`config.mk`:
```
export PLATFORM = sky130hd
export DESIGN_NAME = blinkt_frame_gen_flat
export DESIGN_NICKNAME = d
export VERILOG_FILES = /design/src/rtl/blinkt_frame_gen_if.sv /design/src/rtl/blinkt_frame_gen.sv /design/src/flat_wrapper.sv
export SDC_FILE = /design/constraint.sdc
export NUM_CORES = 1
export LEC_CHECK = 0
export ABC_AREA = 1
export BUFFER_PORTS_ARGS = -buffer_cell sky130_fd_sc_hd__buf_4
export CAP_MARGIN = 5
export CORE_AREA = 8 8 280 174
export DETAILED_ROUTE_END_ITERATION = 16
export DIE_AREA = 0 0 288 182
export GPL_ROUTABILITY_DRIVEN = 0
export MAX_ROUTING_LAYER = met4
export SYNTH_ARGS = -nofsm -noshare
export SYNTH_HDL_FRONTEND = slang
export SYNTH_SLANG_ARGS = --single-unit
```
`constraint.sdc`:
```
create_clock -name i_clk -period 6.3 [get_ports i_clk]
set_clock_uncertainty 0.15 [all_clocks]
set_input_delay 0.63 -clock i_clk [delete_from_list [all_inputs] [get_ports i_clk]]
set_output_delay 0.63 -clock i_clk [all_outputs]
set_load 0.01 [all_outputs]
```
`src/rtl/blinkt_frame_gen_if.sv`:
```
// AXIS word stream from the Blinkt framer to the APA102 serializer.
interface blinkt_frame_gen_if;
    logic [31:0] m_axis_data;
    logic        m_axis_tvalid;
    logic        m_axis_tready;

    modport master (output m_axis_data, output m_axis_tvalid, input m_axis_tready);
    modport slave  (input m_axis_data, input m_axis_tvalid, output m_axis_tready);
endinterface

```
`src/rtl/blinkt_frame_gen.sv`:
```
// Blinkt/APA102 refresh framer: snapshots the live LED bank, then streams start, LED and end words.
// Start word appears two cycles after an idle update; words are registered and held until tready.
module blinkt_frame_gen #(
    parameter int NUM_LEDS  = 8,
    parameter int END_WORDS = 1
) (
    input  logic               i_clk,
    input  logic               i_reset,
    input  logic               i_wr_en,
    input  logic [4:0]         i_wr_addr,
    input  logic [31:0]        i_wr_data,
    input  logic               i_update,
    output logic               o_busy,
    blinkt_frame_gen_if.master axis
);
    typedef enum logic [2:0] {
        S_IDLE  = 3'd0,
        S_LOAD  = 3'd1,
        S_START = 3'd2,
        S_LED   = 3'd3,
        S_END   = 3'd4
    } state_t;

    state_t      state_q, state_d;
    logic [4:0]  idx_q, idx_d;
    logic [1:0]  cnt_q, cnt_d;
    logic        pending_q, pending_d;
    logic [31:0] data_q, data_d;
    logic        vld_q, vld_d;
    logic [28:0] live_q   [NUM_LEDS];
    logic [28:0] live_d   [NUM_LEDS];
    logic [28:0] shadow_q [NUM_LEDS];
    logic [28:0] shadow_d [NUM_LEDS];

    logic        hs;
    logic [4:0]  sel_idx;
    logic [28:0] sel_ent;
    logic [31:0] led_word;
    logic        unused_wr_bits;

    assign unused_wr_bits     = ^i_wr_data[31:29];
    assign hs                 = vld_q & axis.m_axis_tready;
    assign o_busy             = (state_q != S_IDLE);
    assign axis.m_axis_data   = data_q;
    assign axis.m_axis_tvalid = vld_q;

    // Word being loaded next: LED 0 when leaving START, otherwise the following LED.
    always_comb begin
        sel_idx = (state_q == S_START) ? 5'd0 : idx_q + 5'd1;
        sel_ent = '0;
        for (int i = 0; i < NUM_LEDS; i++) begin
            if (sel_idx == 5'(i)) sel_ent = shadow_q[i];
        end
        led_word = {3'b111, sel_ent[28:24], sel_ent[7:0], sel_ent[15:8], sel_ent[23:16]};
    end

    always_comb begin
        state_d   = state_q;
        idx_d     = idx_q;
        cnt_d     = cnt_q;
        pending_d = pending_q;
        data_d    = data_q;
        vld_d     = vld_q;
        live_d    = live_q;
        shadow_d  = shadow_q;

        for (int i = 0; i < NUM_LEDS; i++) begin
            if (i_wr_en && (i_wr_addr == 5'(i))) live_d[i] = i_wr_data[28:0];
        end
        if (state_q != S_IDLE && i_update) pending_d = 1'b1;

        case (state_q)
            S_IDLE: begin
                vld_d = 1'b0;
                if (i_update) state_d = S_LOAD;
            end
            S_LOAD: begin
                shadow_d = live_q;
                data_d   = 32'h0000_0000;
                vld_d    = 1'b1;
                state_d  = S_START;
            end
            S_START: begin
                if (hs) begin
                    data_d  = led_word;
                    idx_d   = 5'd0;
                    state_d = S_LED;
                end
            end
            S_LED: begin
                if (hs) begin
                    if (idx_q == 5'(NUM_LEDS - 1)) begin
                        data_d  = 32'hFFFF_FFFF;
                        cnt_d   = 2'd0;
                        state_d = S_END;
                    end else begin
                        data_d = led_word;
                        idx_d  = idx_q + 5'd1;
                    end
                end
            end
            S_END: begin
                if (hs) begin
                    if (cnt_q == 2'(END_WORDS - 1)) begin
                        vld_d = 1'b0;
                        // A request on this very edge must not be dropped.
                        state_d = (pending_q || i_update) ? S_LOAD : S_IDLE;
                    end else begin
                        cnt_d = cnt_q + 2'd1;
                    end
                end
            end
            default: begin
                state_d = S_IDLE;
                vld_d   = 1'b0;
            end
        endcase

        if (state_d == S_LOAD && state_q != S_LOAD) pending_d = 1'b0;
    end

    always_ff @(posedge i_clk) begin
        if (i_reset) begin
            state_q   <= S_IDLE;
            idx_q     <= '0;
            cnt_q     <= '0;
            pending_q <= 1'b0;
            data_q    <= '0;
            vld_q     <= 1'b0;
            for (int i = 0; i < NUM_LEDS; i++) begin
                live_q[i]   <= '0;
                shadow_q[i] <= '0;
            end
        end else begin
            state_q   <= state_d;
            idx_q     <= idx_d;
            cnt_q     <= cnt_d;
            pending_q <= pending_d;
            data_q    <= data_d;
            vld_q     <= vld_d;
            live_q    <= live_d;
            shadow_q  <= shadow_d;
        end
    end
endmodule

```
`src/flat_wrapper.sv`:
```
// flat-port wrapper written by rule: the top's interface ports become plain ports
module blinkt_frame_gen_flat 
#(
    parameter int NUM_LEDS  = 8,
    parameter int END_WORDS = 1
)
  (i_clk, i_reset, i_wr_en, i_wr_addr, i_wr_data, i_update, o_busy, axis_m_axis_data, axis_m_axis_tvalid, axis_m_axis_tready);
  blinkt_frame_gen_if axis_i ();
  input  logic i_clk;
  input  logic i_reset;
  input  logic i_wr_en;
  input  logic [4:0] i_wr_addr;
  input  logic [31:0] i_wr_data;
  input  logic i_update;
  output logic o_busy;
  output wire logic [$bits(axis_i.m_axis_data)-1:0] axis_m_axis_data;
  output wire logic [$bits(axis_i.m_axis_tvalid)-1:0] axis_m_axis_tvalid;
  input wire logic [$bits(axis_i.m_axis_tready)-1:0] axis_m_axis_tready;
  assign axis_m_axis_data = axis_i.m_axis_data;
  assign axis_m_axis_tvalid = axis_i.m_axis_tvalid;
  assign axis_i.m_axis_tready = axis_m_axis_tready;
  blinkt_frame_gen #(.NUM_LEDS(NUM_LEDS), .END_WORDS(END_WORDS)) u_core (.i_clk(i_clk), .i_reset(i_reset), .i_wr_en(i_wr_en), .i_wr_addr(i_wr_addr), .i_wr_data(i_wr_data), .i_update(i_update), .o_busy(o_busy), .axis(axis_i));
endmodule
```
==> results_dict.tcl <==
set metrics [dict create \
    status "finished clean" \
    dpl.hpwl_um 33700 \
    synth_area_leader_cell "dfxtp_1" \
    clk_pin_slew_ps 60 \
    vdd_ir_drop_max_mv 0.193 \
    critPathKind "flip-flop to flip-flop" \
    synth_compound_area_frac 0.155 \
    ios 76 \
    layout-area-overhead-vs-synth_pct 11.6 \
    p_comb_frac 0.063 \
    vias 17700 \
    drive_above_1_share 0.0798 \
    cts_hold_buf 0 \
    ant_nets 0 \
    wl_per_cell_um 18.4 \
    power_frac_seq 0.498 \
    die_width_um 288 \
    start_util 0.445 \
    grt_overflow 0 \
    power_density_nw_per_um2 299 \
    synthAdderAreaFrac 0.00127 \
    synth-edff-count 0 \
    cp_max_fo 31 \
    power.share.clock 0.439 \
    synth.top_cells.by_area "dfxtp_1 51%, nand2_1 12%, a21oi_1 9.9%, nor2_1 5.9%, o21ai_0 5.1%" \
    numCtsBuffers 47 \
    r2r-end "u_core.axis.m_axis_data[1]" \
    first_pass_iters 5 \
    synthMuxAreaShare 0 \
    setup_violations 0 \
    hold_path_depth 3 \
    period_needed_ps 4100 \
    cts_root_buf "clkbuf_16" \
    hold_start "i_wr_data[18]" \
    grt_pass1_vias 16200 \
    p_sw_uw 1590 \
    reg2reg_from "u_core.idx_q[0]" \
    post_cts_buffers 0 \
    ys_warn_count 0 \
    hold_path_class "input port to flip-flop" \
    nets 2664 \
    rsz0062_at_grt "no" \
    switching_share 0.242 \
    placed_cells 3160 \
    p_leak_uw 0.00743 \
    maxCapViolations 0 \
    cts_buffer_depth 3 \
    slew_headroom 0.168 \
    arrival_ps 4440 \
    hold_viol_final 0 \
    hold_end "u_core.live_q[221]" \
    synth-simple-area-share 0.261 \
    die_area_um2 52400 \
    final_cells 3246 \
    clkLatencyLatePin_ps 580 \
    portBuffers 72 \
    die_height_um 182 \
    grt_max_degree 140 \
    antenna_found_initial 1 \
    async_reset_ff_frac 0 \
    syn_area_um2 19700 \
    num_rows 60 \
    internal-power_uw 4980 \
    r2r_cells 12 \
    grt_pass1_wl_um 93000 \
    r2r_setup_slack_ps 2200 \
    tightest_slew_ps 1250 \
    synth-main-ff-cell "dfxtp_1" \
    finalMaxSlewViolations 0 \
    tns_ps 0 \
    drt-total-wl_um 59800 \
    synth_top_area_frac 0.514 \
    ys_ff_latch 506 \
    drc 0 \
    worstPathRequired_ps 6650 \
    netlist_instances 2681 \
    core_um2 44300 \
    yosys.area_share.xor_xnor 0.000826 \
    worst_setup_path_start_kind "flip-flop" \
    grt_usage 0.227 \
    ys_seq_area_frac 0.514 \
    synth.avg_cell_area_um2 7.35 \
    synthesis.nets 2725 \
    finalCritPeriodShare 0.651 \
    cts_num_sinks 506 \
    vias_per_cell 5.45 \
    cp-end-kind "flip-flop" \
    cts_resized 0 \
    drt_iter0_drc 1837 \
    synth_top_family_by_area "simple AND/OR/NAND/NOR gates" \
    h-tree-depth 2 \
    fmax_mhz 244 \
    cts_tree "yes" \
    synth_cell_types 31 \
]
[routing by layer]
layer / GRT usage / vias to the layer above / part of all wire
met5: - / - / 0
met4: 0.0593 / 0 / 0.024
met3: 0.0363 / 98 / 0.078
met2: 0.339 / 573 / 0.43
met1: 0.319 / 8351 / 0.47
li1: - / 8657 / -
[final cells by class]
cell class	count	area, um^2
inverters	121	459
fillers	4398	22300
diodes	1	2.50
clock buffers	66	1370
clock inverters	19	185
well taps	589	737
repair buffers	106	803
flip-flops and latches	506	10100
multi-input cells	1838	8290
[cell families (layout without fill, tap and decap cells)]
family,after synthesis,in the layout
fa+ha+maj,2,2
xor+xnor,1,1
compound gates,605,605
flops,506,506
other cells,0,1
simple gates,1230,1230
buf+inv,337,312
[synthesized netlist by cell type (all sizes together), types with 2 or more instances]
master / count
dfxtp: 506
clkbuf: 171
ha: 2
buf: 45
inv: 121
a211oi: 5
nor2: 311
nand4: 90
a21oi: 388
o21ai: 208
nor4: 2
nand2: 639
nand3: 182
nor3: 4
[through the flow]
stage	hold slack (ps)	total power, uW	cell area [um^2]	util	worst slack (ps)
floorplan	275	3600	19700	-	4120
global placement	285	3750	20400	0.461	2310
detailed placement	289	3750	20400	0.461	2290
CTS	211	6610	22000	0.496	2280
global route	216	6810	22000	0.496	1990
finish	228	6570	22000	0.496	2200
[flip-flops by register name (all words and copies together), names as in the netlist]
name,cells
u_core.pending_q,1
u_core.axis.m_axis_tvalid,1
u_core.live_q,232
u_core.state_q,3
u_core.idx_q,5
u_core.shadow_q,232
u_core.axis.m_axis_data,30
u_core.cnt_q,2
[power by group through the flow]
stage               logic (uW)  registers [uW]  clock network, uW
finish                     413            3270               2880
global route               454            3270               3080
CTS                        409            3270               2930
detailed placement         408            3340                  0
global placement           403            3340                  0
floorplan                  260            3340                  0
[worst max-delay path by stage]
| stage | cells after the start | slack [ps] | from | to |
|---|---|---|---|---|
| CTS | 12 | 2280 | u_core.idx_q[0] | u_core.axis.m_axis_data[1] |
| global route | 12 | 1990 | u_core.idx_q[0] | u_core.axis.m_axis_data[5] |
| global placement | 12 | 2310 | u_core.idx_q[0] | u_core.axis.m_axis_data[1] |
| finish | 12 | 2200 | u_core.idx_q[0] | u_core.axis.m_axis_data[1] |
| detailed placement | 12 | 2290 | u_core.idx_q[0] | u_core.axis.m_axis_data[8] |
| floorplan | 7 | 4120 | i_wr_addr[3] | u_core.live_q[135] |
[critical path, stage by stage, from the launching register on]
cell and delay [ps]:
dfxtp_1 430, ha_1 310, xor2_2 140, nand2_2 760, nand2_1 150, nor2_2 990
buf_4 440, nand2_1 80, nand4_1 100, nor2_1 70, nand4_1 160, nand2_1 80
a21oi_1 150
[cell usage in the layout (no fill, tap or decap), types with 14 or more instances in the layout]
master     instances
nand3_1          181
clkbuf_16         48
clkinv_2          14
buf_4            105
a21oi_1          388
inv_1            112
nand2_1          633
nor2_1           302
dfxtp_1          506
nand4_1           90
o21ai_0          201
Power figures use the tool's default switching activity.
